## config.mk

```make
export PLATFORM = sky130hd
export DESIGN_NAME = axi_wcmd_gen
export DESIGN_NICKNAME = d
export VERILOG_FILES = /design/src/rtl/axi_wcmd_gen.sv
export SDC_FILE = /design/constraint.sdc
export NUM_CORES = 1
export LEC_CHECK = 0
export BUFFER_PORTS_ARGS = -buffer_cell sky130_fd_sc_hd__buf_2
export CAP_MARGIN = 20
export CELL_PAD_IN_SITES_DETAIL_PLACEMENT = 0
export CELL_PAD_IN_SITES_GLOBAL_PLACEMENT = 1
export CORE_MARGIN = 8
export CORE_UTILIZATION = 43
export CTS_BUF_LIST = sky130_fd_sc_hd__clkbuf_4 sky130_fd_sc_hd__clkbuf_8
export CTS_CLUSTER_SIZE = 40
export DETAILED_ROUTE_END_ITERATION = 8
export PLACE_DENSITY_LB_ADDON = 0.1
export SETUP_SLACK_MARGIN = 0.5
export SYNTH_ARGS = -nofsm -noshare
export SYNTH_HDL_FRONTEND = slang
export SYNTH_SLANG_ARGS = --single-unit
```

## constraint.sdc

```tcl
create_clock -name sys_clk -period 5.55 [get_ports sys_clk]
set_clock_uncertainty 0.2 [all_clocks]
set_input_delay 0.555 -clock sys_clk [delete_from_list [all_inputs] [get_ports sys_clk]]
set_output_delay 0.555 -clock sys_clk [all_outputs]
set_load 0.01 [all_outputs]
```

## src/rtl/axi_wcmd_gen.sv

```systemverilog
// Write-command generator: splits a beat count into AXI INCR bursts (<= MAX_BURST beats, never
// crossing a 4 KB page) and hands them one at a time to the write bridge over a valid/ready port.
//
// state | meaning
// IDLE  | waiting for start
// CALC  | size the next burst from addr/remain, register the command
// ISSUE | command valid, waiting for wstart_rdy
// FIN   | done pulse, drop busy
module axi_wcmd_gen #(
    parameter int DATA_WDTH = 32,
    parameter int ADDR_WDTH = 32,
    parameter int MAX_BURST = 16,
    parameter int LEN_WDTH  = 24
) (
    input  logic                 sys_clk,
    input  logic                 sys_rst_n,
    input  logic                 soft_rst,
    input  logic                 start,
    input  logic [ADDR_WDTH-1:0] cfg_base_addr,
    input  logic [LEN_WDTH-1:0]  cfg_total_beats,
    output logic                 busy,
    output logic                 done,
    output logic                 wstart_vld,
    input  logic                 wstart_rdy,
    output logic [ADDR_WDTH-1:0] waddr,
    output logic [7:0]           wburst_len,
    output logic [15:0]          dbg_burst_cnt
);

    localparam int BPB = DATA_WDTH / 8;
    localparam int BSH = $clog2(BPB);
    localparam int CW  = ((LEN_WDTH > 13) ? LEN_WDTH : 13) + 1;
    localparam logic [ADDR_WDTH-1:0] ALIGN_MASK = ~ADDR_WDTH'(BPB - 1);

    typedef enum logic [1:0] {
        S_IDLE  = 2'd0,
        S_CALC  = 2'd1,
        S_ISSUE = 2'd2,
        S_FIN   = 2'd3
    } state_t;

    state_t               r_state;
    logic [ADDR_WDTH-1:0] r_addr;
    logic [LEN_WDTH-1:0]  r_remain;
    logic [8:0]           r_beats;
    logic                 r_busy;
    logic                 r_done;
    logic                 r_wstart_vld;
    logic [ADDR_WDTH-1:0] r_waddr;
    logic [7:0]           r_wburst_len;
    logic [15:0]          r_burst_cnt;

    state_t               w_state_nxt;
    logic [ADDR_WDTH-1:0] w_addr_nxt;
    logic [LEN_WDTH-1:0]  w_remain_nxt;
    logic [8:0]           w_beats_nxt;
    logic                 w_busy_nxt;
    logic                 w_done_nxt;
    logic                 w_wstart_vld_nxt;
    logic [ADDR_WDTH-1:0] w_waddr_nxt;
    logic [7:0]           w_wburst_len_nxt;
    logic [15:0]          w_burst_cnt_nxt;

    logic                 w_rst;
    logic [12:0]          w_bnd13;
    logic [12:0]          w_bnd_beats;
    logic [CW-1:0]        w_remain_ext;
    logic [CW-1:0]        w_bnd_ext;
    logic [CW-1:0]        w_max_ext;
    logic [CW-1:0]        w_min_rm;
    logic [CW-1:0]        w_min_all;
    logic [8:0]           w_beats;
    logic [ADDR_WDTH-1:0] w_incr;
    logic [LEN_WDTH-1:0]  w_remain_sub;

    assign w_rst = !sys_rst_n || soft_rst;

    // 13 bits so that a page-aligned address yields a full 4096-byte window.
    assign w_bnd13      = 13'd4096 - {1'b0, r_addr[11:0]};
    assign w_bnd_beats  = w_bnd13 >> BSH;
    assign w_remain_ext = CW'(r_remain);
    assign w_bnd_ext    = CW'(w_bnd_beats);
    assign w_max_ext    = CW'(MAX_BURST);
    assign w_min_rm     = (w_remain_ext < w_max_ext) ? w_remain_ext : w_max_ext;
    assign w_min_all    = (w_min_rm < w_bnd_ext) ? w_min_rm : w_bnd_ext;
    assign w_beats      = 9'(w_min_all);

    assign w_incr       = ADDR_WDTH'(r_beats) << BSH;
    assign w_remain_sub = r_remain - LEN_WDTH'(r_beats);

    always_comb begin
        w_state_nxt      = r_state;
        w_addr_nxt       = r_addr;
        w_remain_nxt     = r_remain;
        w_beats_nxt      = r_beats;
        w_busy_nxt       = r_busy;
        w_done_nxt       = 1'b0;
        w_wstart_vld_nxt = r_wstart_vld;
        w_waddr_nxt      = r_waddr;
        w_wburst_len_nxt = r_wburst_len;
        w_burst_cnt_nxt  = r_burst_cnt;

        case (r_state)
            S_IDLE: begin
                if (start) begin
                    if (cfg_total_beats != '0) begin
                        w_addr_nxt   = cfg_base_addr & ALIGN_MASK;
                        w_remain_nxt = cfg_total_beats;
                        w_busy_nxt   = 1'b1;
                        w_state_nxt  = S_CALC;
                    end else begin
                        w_done_nxt  = 1'b1;
                        w_state_nxt = S_FIN;
                    end
                end
            end
            S_CALC: begin
                w_beats_nxt      = w_beats;
                w_waddr_nxt      = r_addr;
                w_wburst_len_nxt = 8'(w_beats - 9'd1);
                w_wstart_vld_nxt = 1'b1;
                w_state_nxt      = S_ISSUE;
            end
            S_ISSUE: begin
                if (wstart_rdy) begin
                    w_wstart_vld_nxt = 1'b0;
                    w_addr_nxt       = r_addr + w_incr;
                    w_remain_nxt     = w_remain_sub;
                    w_burst_cnt_nxt  = r_burst_cnt + 16'd1;
                    if (w_remain_sub == '0) begin
                        w_done_nxt  = 1'b1;
                        w_state_nxt = S_FIN;
                    end else begin
                        w_state_nxt = S_CALC;
                    end
                end
            end
            S_FIN: begin
                w_busy_nxt  = 1'b0;
                w_state_nxt = S_IDLE;
            end
            default: begin
                w_state_nxt = S_IDLE;
            end
        endcase
    end

    always_ff @(posedge sys_clk) begin
        if (w_rst) begin
            r_state      <= S_IDLE;
            r_addr       <= '0;
            r_remain     <= '0;
            r_beats      <= '0;
            r_busy       <= 1'b0;
            r_done       <= 1'b0;
            r_wstart_vld <= 1'b0;
            r_waddr      <= '0;
            r_wburst_len <= '0;
            r_burst_cnt  <= '0;
        end else begin
            r_state      <= w_state_nxt;
            r_addr       <= w_addr_nxt;
            r_remain     <= w_remain_nxt;
            r_beats      <= w_beats_nxt;
            r_busy       <= w_busy_nxt;
            r_done       <= w_done_nxt;
            r_wstart_vld <= w_wstart_vld_nxt;
            r_waddr      <= w_waddr_nxt;
            r_wburst_len <= w_wburst_len_nxt;
            r_burst_cnt  <= w_burst_cnt_nxt;
        end
    end

    assign busy          = r_busy;
    assign done          = r_done;
    assign wstart_vld    = r_wstart_vld;
    assign waddr         = r_waddr;
    assign wburst_len    = r_wburst_len;
    assign dbg_burst_cnt = r_burst_cnt;

endmodule

```

# Word-level counts from Yosys, hierarchy flattened
# Cells that the tools add are included.
[word_totals]
register_bits = 126
latchBits = 0
mem_bits_rw = 0
mem_bits_ro = 0
in_bits = 61
output_inout_bits = 59
wordCells = 61
mem_count = 0
[op_classes]
add_sub_neg = 5
mul = 0
div_mod_pow = 0
magnitude_cmp = 2
eq_ne = 6
shifts = 0
muxes = 25
bitwise_logic = 0
n_reduce_logical = 13
[op_table]
columns = ["op", "n"]
rows = [
  ["2-to-1 mux 24 bit", 4],
  ["2-to-1 mux 32 bit", 3],
  ["case mux 32 bit (2 select lines)", 1],
  ["case mux 24 bit (2 select lines)", 1],
  ["adder 32 x 11 -> 32 bit", 1],
  ["logical NOT 24 bit", 1],
  ["< comparator 24 x 11 -> 1 bit", 1],
  ["< comparator 24 x 5 -> 1 bit (second input constant)", 1],
  ["nonzero test 24 bit", 1],
  ["subtractor 24 x 9 -> 24 bit", 1],
  ["adder 16 x 1 -> 16 bit (second input constant)", 1],
  ["subtractor 13 x 12 -> 13 bit (first input constant)", 1],
  ["2-to-1 mux 9 bit", 1],
  ["2-to-1 mux 2 bit", 4],
  ["case mux 2 bit (4 select lines)", 1],
  ["subtractor 8 x 1 -> 8 bit (second input constant)", 1],
  ["2-to-1 mux 1 bit", 7],
  ["!= test 2 bit (second input constant)", 3],
  ["case mux 1 bit (2 select lines)", 3],
  ["AND reduction 2 bit", 3],
  ["nonzero test 2 bit", 3],
  ["equality test 2 bit (second input constant)", 2],
  ["AND reduction 4 bit", 1],
  ["AND reduction 3 bit", 1],
  ["other kinds (4)", 4],
]

# Depth between registers and ports, before layout
# Gate-level depths: netlist of run 1.
[depth]
depth_word = 5
ltp_mapped = 20
depth_no_buf = 19

# Worst setup path after synthesis of run 1
# Ideal clock, no wire load.
[synth_timing]
path_kind = "reg-to-reg"
startpoint = "register r_remain[11]"
endpoint = "register r_wburst_len[6] (netlist: wburst_len[6])"
setup_time_ns = 0.070
t_arrival_ns = 3.969
required_time_ns = 5.280
path_slack_ns = 1.311
path_stages_with_launch = 20
n_path_buf = 0
synth_period_minus_slack_ns = 4.239
cell_sequence = "dfxtp_1 > or4_4 > nor3_1 > and3_1 > inv_1 > nor2_1 > ha_1 > o21ai_0 > a211oi_1 > o21ai_0 > a21o_1 > a21oi_2 > mux2_2 > ha_1 > nand2_1 > nor4_1 > xor2_1 > mux2i_1 > nand2_1 > a21oi_1"
[synth_between]
elab_chain_cells = 5
[synth_rtl]
columns = ["item", "line", "rtl"]
rows = [
  ["from (decl)", "44", "logic [LEN_WDTH-1:0] r_remain;"],
  ["from (signal assigned)", "163", "r_remain <= w_remain_nxt;"],
  ["< comparator 24 x 5 -> 1 bit", "84", "assign w_min_rm = (w_remain_ext < w_max_ext) ? w_remain_ext : w_max_ext;"],
  ["2-to-1 mux 24 bit *", "84", ""],
  ["< comparator 24 x 11 -> 1 bit", "85", "assign w_min_all = (w_min_rm < w_bnd_ext) ? w_min_rm : w_bnd_ext;"],
  ["2-to-1 mux 9 bit *", "85", ""],
  ["subtractor 8 x 1 -> 8 bit *", "120", "w_wburst_len_nxt = 8'(w_beats - 9'd1);"],
  ["to (signal assigned)", "169", "r_wburst_len <= w_wburst_len_nxt;"],
  ["to (decl)", "50", "logic [7:0] r_wburst_len;"],
]
# Mark *: on every way between the ends. The rest lies on a longest branch, timed or not.
# A chain may end at the register's enable or synchronous reset.

# Worst setup path after layout of run 1
# Same ends and word-level chain as after synthesis.

==> summary.md, run 1 <==
| Metric | Value |
|---|---|
| FF-to-FF End | `wburst_len[6]` |
| Critical path type | `flip-flop to flip-flop` |
| Register-to-register setup slack | `0.99 ns` |
| Detailed-route via count | `7424` |
| Worst Path Required | `around 5.6 ns` |
| Clk root buf | `clkbuf_8` |
| Vias per inst | `between 5 and 6` |
| Antenna violations before repair | `0` |
| Routed wire length | `22800 um` |
| Final setup viols | `0` |
| Syn_area_per_cell | `7.47 um^2` |
| Total CTS buffers | `17` |
| Clock sinks | `between 100 and 150` |
| Post-synth EDFFs | `0` |
| Final nets | `approximately 1200` |
| Die Area | `roughly 22000 um^2` |
| Worst Setup SP | `r_remain[11]` |
| Synth warn | `0` |
| Top FF cell, synth | `dfxtp_1` |
| Layout cell share with drive strength beyond 1 | `16.2%` |
| Tightest Hold Check Type | `primary input to flip-flop` |
| Initial Util | `43.4%` |
| Startpoint types | `flip-flop` |
| Grt total ovfl | `0` |
| Min Tclk post-route | `4.56 ns` |
| Gr usage total | `21.0%` |
| Longest Clk Path Bufs | `2` |
| Initial DRC count | `481` |
| Max Cap Viol | `0` |
| Vias in the first global route | `7043` |
| Unrepaired setup endpoints after global routing | `no` |
| Wirelength per Cell | `between 15 and 20 um` |
| CTS resizes | `0` |
| Largest net degree at the start of global routing | `78` |
| Dpl cells | `1285` |
| Ant. Diodes | `0` |
| Cell Count, Final, Fillers Out | `1317` |
| Fmax | `219 MHz` |
| Pre-Repair DR Iteration Count | `5` |
| CTS tree | `done` |
| Worst-path maximum fanout | `8` |
| Setup Fix Bufs, Post-CTS | `0` |
| Reg2reg path depth | `20` |
| Area growth syn-to-layout | `16.2%` |
| Max-slew violation count | `0` |
| Mapped Cells | `992` |
| Clock Latency Late Sink | `~0.44 ns` |
| Core area | `17100 um^2` |
| Slack of the critical path | `0.993 ns` |
| Filler cell count | `1780` |
| Sequential cell area | `2440 um^2` |
| Setup TNS Final | `0 ns` |
| Place WS | `0.993 ns` |
| CTS clk-pin slew, worst paths | `0.08 ns` |
| Least-Margin Pin Slew | `1.02 ns` |
| Crit path capture | `wburst_len[6]` |
| Routability cong. | `0.932` |
| Die X | `about 150 um` |
| Hold bufs inserted after CTS | `0` |
| Design area | `8610 um^2` |
| First-pass GRT wire length | `37100 um` |
| # rows | `48` |
| Crit share post-route | `82.1%` |
| Post-Syn Area | `7410 um^2` |
| Reg2reg start | `r_remain[11]` |
| Post-synthesis sequential area ratio | `33.0%` |
| Ys async rst share | `0%` |
| Top Ports | `120` |
| Number of buffers added on ports | `115` |
| Netlist cell types | `62` |
| Placed inst area | `between 8000 and 9000 um^2` |
| Multi-input logic area | `4630 um^2` |
| FF+latch count, synth | `122` |
| Post-route ant nets | `0` |
| CP endpoint kind | `flip-flop` |
| Worst EP arrival | `4.65 ns` |
| Commonest non-fill, non-tap cells in the layout | `nand2_1, dfxtp_1, buf_2, nor2_1, a21oi_1` |
| Leak | `0.00342 uW` |
| Die height | `~150 um` |
| Hpwl dp | `roughly 16000 um` |
| Max H-tree Level | `4` |
| Commonest non-fill, non-tap cell in the layout | `nand2_1` |
| Status | `finished clean` |
| Final Hold Fails | `0` |
| Max IR drop VDD | `about 0.13 mV` |
| PwrDens | `270 nW/um^2` |
| # DRC | `0` |
| Slew HR | `29.9%` |
## routing by layer
layer	vias up	track usage, %	wire length (um)
met5	-	0	0
met4	0	6.88	440
met3	29	4.21	1190
met2	197	32.5	9940
met1	3441	28.5	11300
li1	3757	-	-
## worst min-delay path by stage
| stage | startpoint | to | slack, ns | depth (start not counted) |
|---|---|---|---|---|
| after floorplan | r_addr[29] | waddr[29] | 0.24 | 2 |
| after CTS | cfg_base_addr[2] | r_addr[2] | 0.15 | 3 |
| after global routing | cfg_base_addr[2] | r_addr[2] | 0.15 | 3 |
| final | cfg_base_addr[2] | r_addr[2] | 0.17 | 3 |
| after detailed placement | waddr[25] | waddr[25] | 0.24 | 2 |
| after global placement | waddr[5] | waddr[5] | 0.24 | 2 |
## through the flow
stage	utilization, %	hold WS [ns]	total power, uW
4_1_cts	50.5	0.145	2340
6_report	50.5	0.171	2320
5_1_grt	50.5	0.154	2440
3_5_place_dp	47.8	0.244	1400
3_3_place_gp	47.8	0.239	1400
2_1_floorplan	-	0.240	1270
## report_power, final
part / switching [uW] / internal [uW] / leakage (uW)
Combinational: 276 / 177 / 0.00220
Clock: 399 / 544 / 0.000231
Sequential: 31.2 / 897 / 0.000989
Total: 707 / 1620 / 0.00342
## critical path: stages (launching register included)
cell	delay, ns
dfxtp_1	0.38
or4_4	0.57
nor3_1	0.15
buf_4	0.18
and3_1	0.32
inv_1	0.14
nor2_1	0.14
ha_1	0.18
o21ai_0	0.08
a211oi_1	0.19
o21ai_0	0.10
a21o_1	0.17
a21oi_2	0.28
mux2i_1	0.29
ha_1	0.27
nand2_1	0.10
nor4_1	0.24
xor2_1	0.19
mux2i_1	0.09
nand2_1	0.07
a21oi_1	0.06
## area by class of cell
class,instances,share of cell area (%)
tap,225,3.27
inverter,34,1.48
multi-input combinational,777,53.8
clock inverter,14,2.56
timing repair buffer,127,7.73
sequential,122,28.4
clock buffer,18,2.81
## state kept, by name (all words and copies together), names as in the netlist
register and cells:
r_state 2, wburst_len 8, r_addr 30, dbg_burst_cnt 16, waddr 30, busy 1
r_beats 9, r_remain 24, done 1, wstart_vld 1
## cells by family (layout without fill, tap and decap cells)
family,after synthesis,count (layout),synth area share (%)
and+or+nand+nor,400,400,25.5
AOI/OAI and AO/OA,291,291,24.8
DFF,122,122,33.0
buffers and inverters,100,193,5.30
adders and majority gates,34,34,5.95
xor gates and xnor gates,33,33,3.90
muxes,11,11,1.52
other,1,8,0.0506
## synth_stat cells (all sizes together), types with 3 or more instances
master	n	area (um^2)
nor3	23	115
ha	32	400
or3	16	105
a211oi	44	330
nand3b	6	45.0
clkbuf	56	210
o21a	6	45.0
dfxtp	122	2440
nor4	13	81.3
o22ai	12	75.1
o31ai	10	75.1
and4	4	35.0
and2	3	18.8
a21o	8	60.1
xor2	14	123
nor3b	3	22.5
a21oi	94	474
inv	34	128
xnor2	19	166
and3	11	68.8
or4	4	33.8
o211ai	7	52.6
a2111oi	3	27.5
nor4b	3	26.3
nor2	94	353
o21ai	59	295
mux2i	9	90.1
o311ai	3	26.3
nand3	28	140
or2	4	25.0
nand2	150	563
a311oi	9	78.8
o31a	3	26.3
a22oi	14	105
nor2b	7	43.8
nand4	15	93.8
o32ai	5	43.8
nand2b	11	68.8
buf	10	55.1
Note: power is estimated with default switching activity, not from simulation.
==> run 2: changes to the inputs <==
--- a/config.mk
+++ b/config.mk
@@ -10,7 +10,7 @@
 export CELL_PAD_IN_SITES_DETAIL_PLACEMENT = 0
 export CELL_PAD_IN_SITES_GLOBAL_PLACEMENT = 1
 export CORE_MARGIN = 8
-export CORE_UTILIZATION = 43
+export CORE_UTILIZATION = 39
 export CTS_BUF_LIST = sky130_fd_sc_hd__clkbuf_4 sky130_fd_sc_hd__clkbuf_8
 export CTS_CLUSTER_SIZE = 40
 export DETAILED_ROUTE_END_ITERATION = 8
==> constraint.sdc (replaced) <==
create_clock -name sys_clk -period 3.9 [get_ports sys_clk]
set_clock_uncertainty 0.2 [all_clocks]
set_input_delay 0.39 -clock sys_clk [delete_from_list [all_inputs] [get_ports sys_clk]]
set_output_delay 0.39 -clock sys_clk [all_outputs]
set_load 0.01 [all_outputs]
==> run 2 against run 1 <==
Combinational power up 82%; count of clock-buffer cells in the layout is the same; sequential power grew 41%; utilization is 1.0 points lower; critical path depth decreased by 2; setup slack got worse by 0.96 ns; hold slack got worse by 0.14 ns.
==> summary.md, run 2 (synthesis results as in run 1) <==
| Metric | Value |
|---|---|
| Critical path type | `flip-flop to flip-flop` |
| Gr usage total | `20.4%` |
| Clk root buf | `clkbuf_8` |
| Utilization after layout | `about half` |
| Commonest non-fill, non-tap cells in the layout | `nand2_1, dfxtp_1, buf_2, nor2_1, a21oi_1` |
| Max Cap Viol | `0` |
| Vias per inst | `5.54` |
| Worst-path maximum fanout | `4` |
| Max H-tree Level | `4` |
| Final Hold Fails | `0` |
| Min-Delay Endpoint | `r_addr[4]` |
| Layout cell share with drive strength beyond 1 | `22.4%` |
| Reg2reg start | `r_remain[12]` |
| CTS tree | `done` |
| Die height | `154 um` |
| Worst EP arrival | `3.97 ns` |
| Fmax | `258 MHz` |
| Crit share post-route | `roughly 99%` |
| Top Ports | `120` |
| Startpoint types | `flip-flop` |
| Slew HR | `39.1%` |
| Initial DRC count | `501` |
| Min Tclk post-route | `3.87 ns` |
| Total Power | `3400 uW` |
| Post-route ant nets | `0` |
| CP endpoint kind | `flip-flop` |
| Commonest non-fill, non-tap cell in the layout | `nand2_1` |
| Number of buffers added on ports | `115` |
| Wirelength per Cell | `approximately 18 um` |
| Unrepaired setup endpoints after global routing | `yes` |
| Max-slew violation count | `0` |
| First-pass GRT wire length | `39500 um` |
| Reg2reg path depth | `18` |
| Die X | `154 um` |
| Longest Clk Path Bufs | `2` |
| Initial Util | `39.7%` |
| Hold Path Cell Cnt | `3` |
| Least-Margin Pin Slew | `0.912 ns` |
| Ant. Diodes | `0` |
| Core area | `18600 um^2` |
| Vias in the first global route | `between 7000 and 8000` |
| Register-to-register setup slack | `approximately 0.030 ns` |
| Worst Path Required | `4.00 ns` |
| HP Start | `cfg_base_addr[4]` |
| Filler cell count | `1889` |
| CTS clk-pin slew, worst paths | `around 0.09 ns` |
| Final nets | `1227` |
| Setup TNS Final | `0 ns` |
| Final setup viols | `0` |
| Routability cong. | `~0.85` |
| # rows | `50` |
| Clock sinks | `roughly 120` |
| Area growth syn-to-layout | `24.5%` |
| Clock Latency Late Sink | `0.45 ns` |
| Total CTS buffers | `17` |
| Die Area | `approximately 24000 um^2` |
| Tightest Hold Check Type | `primary input to flip-flop` |
| Leak | `0.00370 uW` |
| Max IR drop VDD | `0.208 mV` |
| Antenna violations before repair | `0` |
| Multi-input logic area | `4830 um^2` |
| # DRC | `0` |
| Hpwl dp | `17600 um` |
| Largest net degree at the start of global routing | `72` |
| Detailed-route via count | `7636` |
| Grt total ovfl | `0` |
| PwrDens | `368 nW/um^2` |
| Sequential cell area | `2440 um^2` |
| Routed wire length | `approximately 25000 um` |
| FF-to-FF End | `wburst_len[4]` |
| Status | `finished clean` |
| Pre-Repair DR Iteration Count | `5` |
run 2: where the power goes:
group          internal [uW]  leakage [uW]  switching, uW  total (uW)
Sequential              1280      0.000990           32.2        1310
Combinational            355       0.00249            473         828
Clock                    664      0.000213            595        1260
Total                   2300       0.00370           1100        3400
run 2: worst max path at each step:
stage | start | slack, ns | endpoint
floorplan | r_remain[11] | 0.05 | wburst_len[6]
global placement | r_remain[11] | 0.01 | wburst_len[4]
detailed placement | r_remain[11] | -0.08 | wburst_len[6]
CTS | r_remain[12] | 0.1 | wburst_len[6]
global route | r_remain[12] | -0.18 | wburst_len[4]
finish | r_remain[12] | 0.03 | wburst_len[4]
run 2: through the flow:
step | setup slack [ns] | cells | area [um^2] | hold WS (ns)
finish | 0.0296 | 1379 | 9220 | 0.0320
global route | -0.179 | 1379 | 9220 | 0.0497
CTS | 0.0968 | 1376 | 9110 | 0.00837
detailed placement | -0.0832 | 1333 | 8550 | 0.244
global placement | 0.0118 | 1333 | 8550 | 0.239
floorplan | 0.0454 | 999 | 7530 | 0.240
run 2: what timing repair did:
item / in CTS / in global routing
pin swaps: 10 / 4
hold endpoints to repair: 3 / 0
setup buffers: 8 / 3
gates cloned: 0 / 0
setup endpoints to repair: 13 / 16
gates resized for setup: 10 / 19
hold buffers: 3 / 0
run 2: cell type report:
| type | count | area share (%) |
|---|---|---|
| timing repair buffer | 180 | 11.8 |
| clock buffer | 18 | 2.69 |
| sequential | 122 | 26.5 |
| inverter | 34 | 1.41 |
| clock inverter | 14 | 1.98 |
| multi-input combinational | 777 | 52.4 |
| tap | 234 | 3.18 |
run 2: layer usage:
| layer | GRT usage (%) | wire length, um |
|---|---|---|
| met1 | 28.7 | 12300 |
| met4 | 4.99 | 234 |
| met5 | 0 | 0 |
| met3 | 3.98 | 1040 |
| met2 | 31.5 | 10900 |
run 2: worst max-delay path, cell delays in order, from the launching register on:
cell	delay (ns)
dfxtp_2	0.33
or4_4	0.56
nor3_4	0.16
and3_4	0.28
inv_4	0.07
ha_4	0.25
nand4_1	0.09
a211oi_2	0.18
o21ai_1	0.08
a21o_1	0.19
a21oi_4	0.24
mux2i_4	0.31
ha_4	0.19
nand2_4	0.06
nor2_1	0.13
xnor2_1	0.14
nand2_1	0.08
o211ai_1	0.10
a21oi_1	0.09
==> run 3: changes to the inputs <==
--- a/config.mk
+++ b/config.mk
@@ -14,7 +14,7 @@
 export CTS_BUF_LIST = sky130_fd_sc_hd__clkbuf_4 sky130_fd_sc_hd__clkbuf_8
 export CTS_CLUSTER_SIZE = 40
 export DETAILED_ROUTE_END_ITERATION = 8
-export PLACE_DENSITY_LB_ADDON = 0.1
+export PLACE_DENSITY = 0.8
 export SETUP_SLACK_MARGIN = 0.5
 export SYNTH_ARGS = -nofsm -noshare
 export SYNTH_HDL_FRONTEND = slang
==> run 3 against run 2 <==
First-iteration DRC count rose by 17%; the run now ends with negative setup slack left; utilization rose by 0.28 points; largest cell class unchanged; critical endpoint is now wburst_len[2]; global-route usage fell by 0.96 points; combinational power rose by 2.7%.
==> summary.md, run 3 (synthesis results as in run 1) <==
| Metric | Value |
|---|---|
| Status | `complete, but fails checks` |
| Failing checks | `negative setup slack` |
| Critical path buffers and inverters | `2` |
| Detailed-route via count | `7616` |
| Initial DRC count | `588` |
| Filler cell count | `1870` |
| Met1 WL | `between 10000 and 15000 um` |
| Clk root buf | `clkbuf_8` |
| Worst EP arrival | `4.10 ns` |
| CTS tree | `done` |
| Startpoint types | `flip-flop` |
| Routability cong. | `approximately 0.95` |
| Hpwl dp | `~17000 um` |
| Slack of the critical path | `-0.0118 ns` |
| Clock sinks | `about 120` |
| Clock Latency Late Sink | `between 0.4 and 0.5 ns` |
| Final nets | `1226` |
| Commonest non-fill, non-tap cell in the layout | `nand2_1` |
| Slew HR | `46.0%` |
| Max IR drop VDD | `0.194 mV` |
| Max Cap Viol | `0` |
| Antenna violations before repair | `0` |
| Die height | `154 um` |
| Longest Clk Path Bufs | `2` |
| Place WS | `-0.0348 ns` |
| Cell family with most CP delay | `simple AND/OR/NAND/NOR gates` |
| Wirelength per Cell | `17.0 um` |
| Layout cell share with drive strength beyond 1 | `23.1%` |
| CP endpoint kind | `flip-flop` |
| Max incr delay on CP | `around 0.56 ns` |
| Commonest non-fill, non-tap cells in the layout | `nand2_1, dfxtp_1, buf_2, nor2_1, a21oi_1` |
| Gr usage total | `between 10% and 20%` |
| Dpl cells | `1329` |
| # rows | `50` |
| Slowest-stage cell, CP | `or4_4` |
| Grt total ovfl | `0` |
| Fmax | `between 200 and 300 MHz` |
| Final setup viols | `1` |
| Ant. Diodes | `0` |
| Least-Margin Pin Slew | `0.810 ns` |
| Area growth syn-to-layout | `25.2%` |
| Clk pwr share | `34.6%` |
| Top Ports | `120` |
| Die Area | `23700 um^2` |
| PwrDens | `356 nW/um^2` |
| Pre-Repair DR Iteration Count | `5` |
| Crit share post-route | `100%` |
| Metal3 WL | `about 1200 um` |
| Leak | `0.00369 uW` |
| Vias in the first global route | `6969` |
| Worst-path maximum fanout | `4` |
| Top Metal Used | `met4` |
| Flop pwr share | `39.7%` |
| Max-slew violation count | `0` |
| Unrepaired setup endpoints after global routing | `yes` |
| # DRC | `0` |
| Most frequent CP cell | `ha_4` |
| Max H-tree Level | `4` |
| P_int | `2260 uW` |
| Largest net degree at the start of global routing | `slightly above 70` |
| Post-route ant nets | `0` |
| Cell Count, Final, Fillers Out | `1377` |
| Vias per inst | `between 5 and 6` |
| Gate power share | `25.7%` |
| Routed wire length | `23400 um` |
| Tightest Hold Check Type | `primary input to flip-flop` |
| Fin Hold WS | `roughly 0.041 ns` |
| Total CTS buffers | `17` |
| Critical path type | `flip-flop to flip-flop` |
| Critical Path, Cell by Cell | `or4_4 -> nor3_4 -> and3_4 -> inv_6 -> ha_4 -> nand4_1 -> a211oi_2 -> o21ai_1 -> a21o_1 -> a21oi_4 -> mux2_4 -> ha_4 -> buf_6 -> or4_1 -> nand3_1` |
| Initial Util | `between 30 and 40%` |
| Switch Pwr | `1050 uW` |
| CTS clk-pin slew, worst paths | `0.08 ns` |
| Core area | `18600 um^2` |
| Sw Share | `roughly a third` |
| Number of buffers added on ports | `115` |
| Final Hold Fails | `0` |
| Min Tclk post-route | `3.91 ns` |
| Die X | `154 um` |
| Setup TNS Final | `-0.0118 ns` |
| First-pass GRT wire length | `37600 um` |
| Utilization after layout | `49.7%` |
| WL met2 | `10600 um` |
| Worst Path Required | `roughly 4.1 ns` |
## run 3: worst register-to-register path: stages, from the launching register on
cell      delay, ns
dfxtp_2        0.32
or4_4          0.56
nor3_4         0.18
and3_4         0.29
inv_6          0.06
ha_4           0.25
nand4_1        0.10
a211oi_2       0.16
o21ai_1        0.09
a21o_1         0.19
a21oi_4        0.24
mux2_4         0.35
ha_4           0.18
buf_6          0.12
or4_1          0.50
nand3_1        0.07
## run 3: final timing paths
path,depth (start not counted),endpoint,start,slack [ns]
worst min register to register,2,waddr[19],waddr[19],0.25
worst max register to register,15,wburst_len[2],r_remain[11],-0.01
worst min-delay path,3,r_remain[5],cfg_total_beats[5],0.04
worst max-delay path,15,wburst_len[2],r_remain[11],-0.01
## run 3: final cells by class
cell class / count / area [um^2] / area share [%]
clock buffers: 20 / 275 / 2.97
clock inverters: 11 / 121 / 1.31
inverters: 34 / 133 / 1.43
multi-input cells: 777 / 4900 / 52.9
flip-flops and latches: 122 / 2440 / 26.4
well taps: 234 / 293 / 3.16
repair buffers: 179 / 1100 / 11.9
## run 3: power groups by stage
stage               sequential, uW  combinational [uW]  clock, uW
global route                  1320                 932       1220
finish                        1310                 850       1140
global placement              1340                 733          0
detailed placement            1340                 736          0
floorplan                     1330                 502          0
CTS                           1310                 767       1180
## run 3: repair_timing
item / in CTS / in global routing
hold buffers: 5 / 0
setup buffers: 5 / 6
resized for setup: 9 / 34
endpoints found under the hold margin: 5 / 0
setup endpoints to repair: 9 / 19
pin swaps: 5 / 13
## run 3: metrics by stage
step	total power [uW]	area, um^2
floorplan	1830	7530
global route	3460	9270
detailed placement	2070	8520
global placement	2070	8520
CTS	3250	9040
finish	3300	9270
## run 3: routing by layer
layer  global-route usage [%]  vias up
li1                         -     3860
met1                     27.0     3540
met2                     29.9      193
met3                     3.98       23
met4                     5.69        0
met5                        0        -
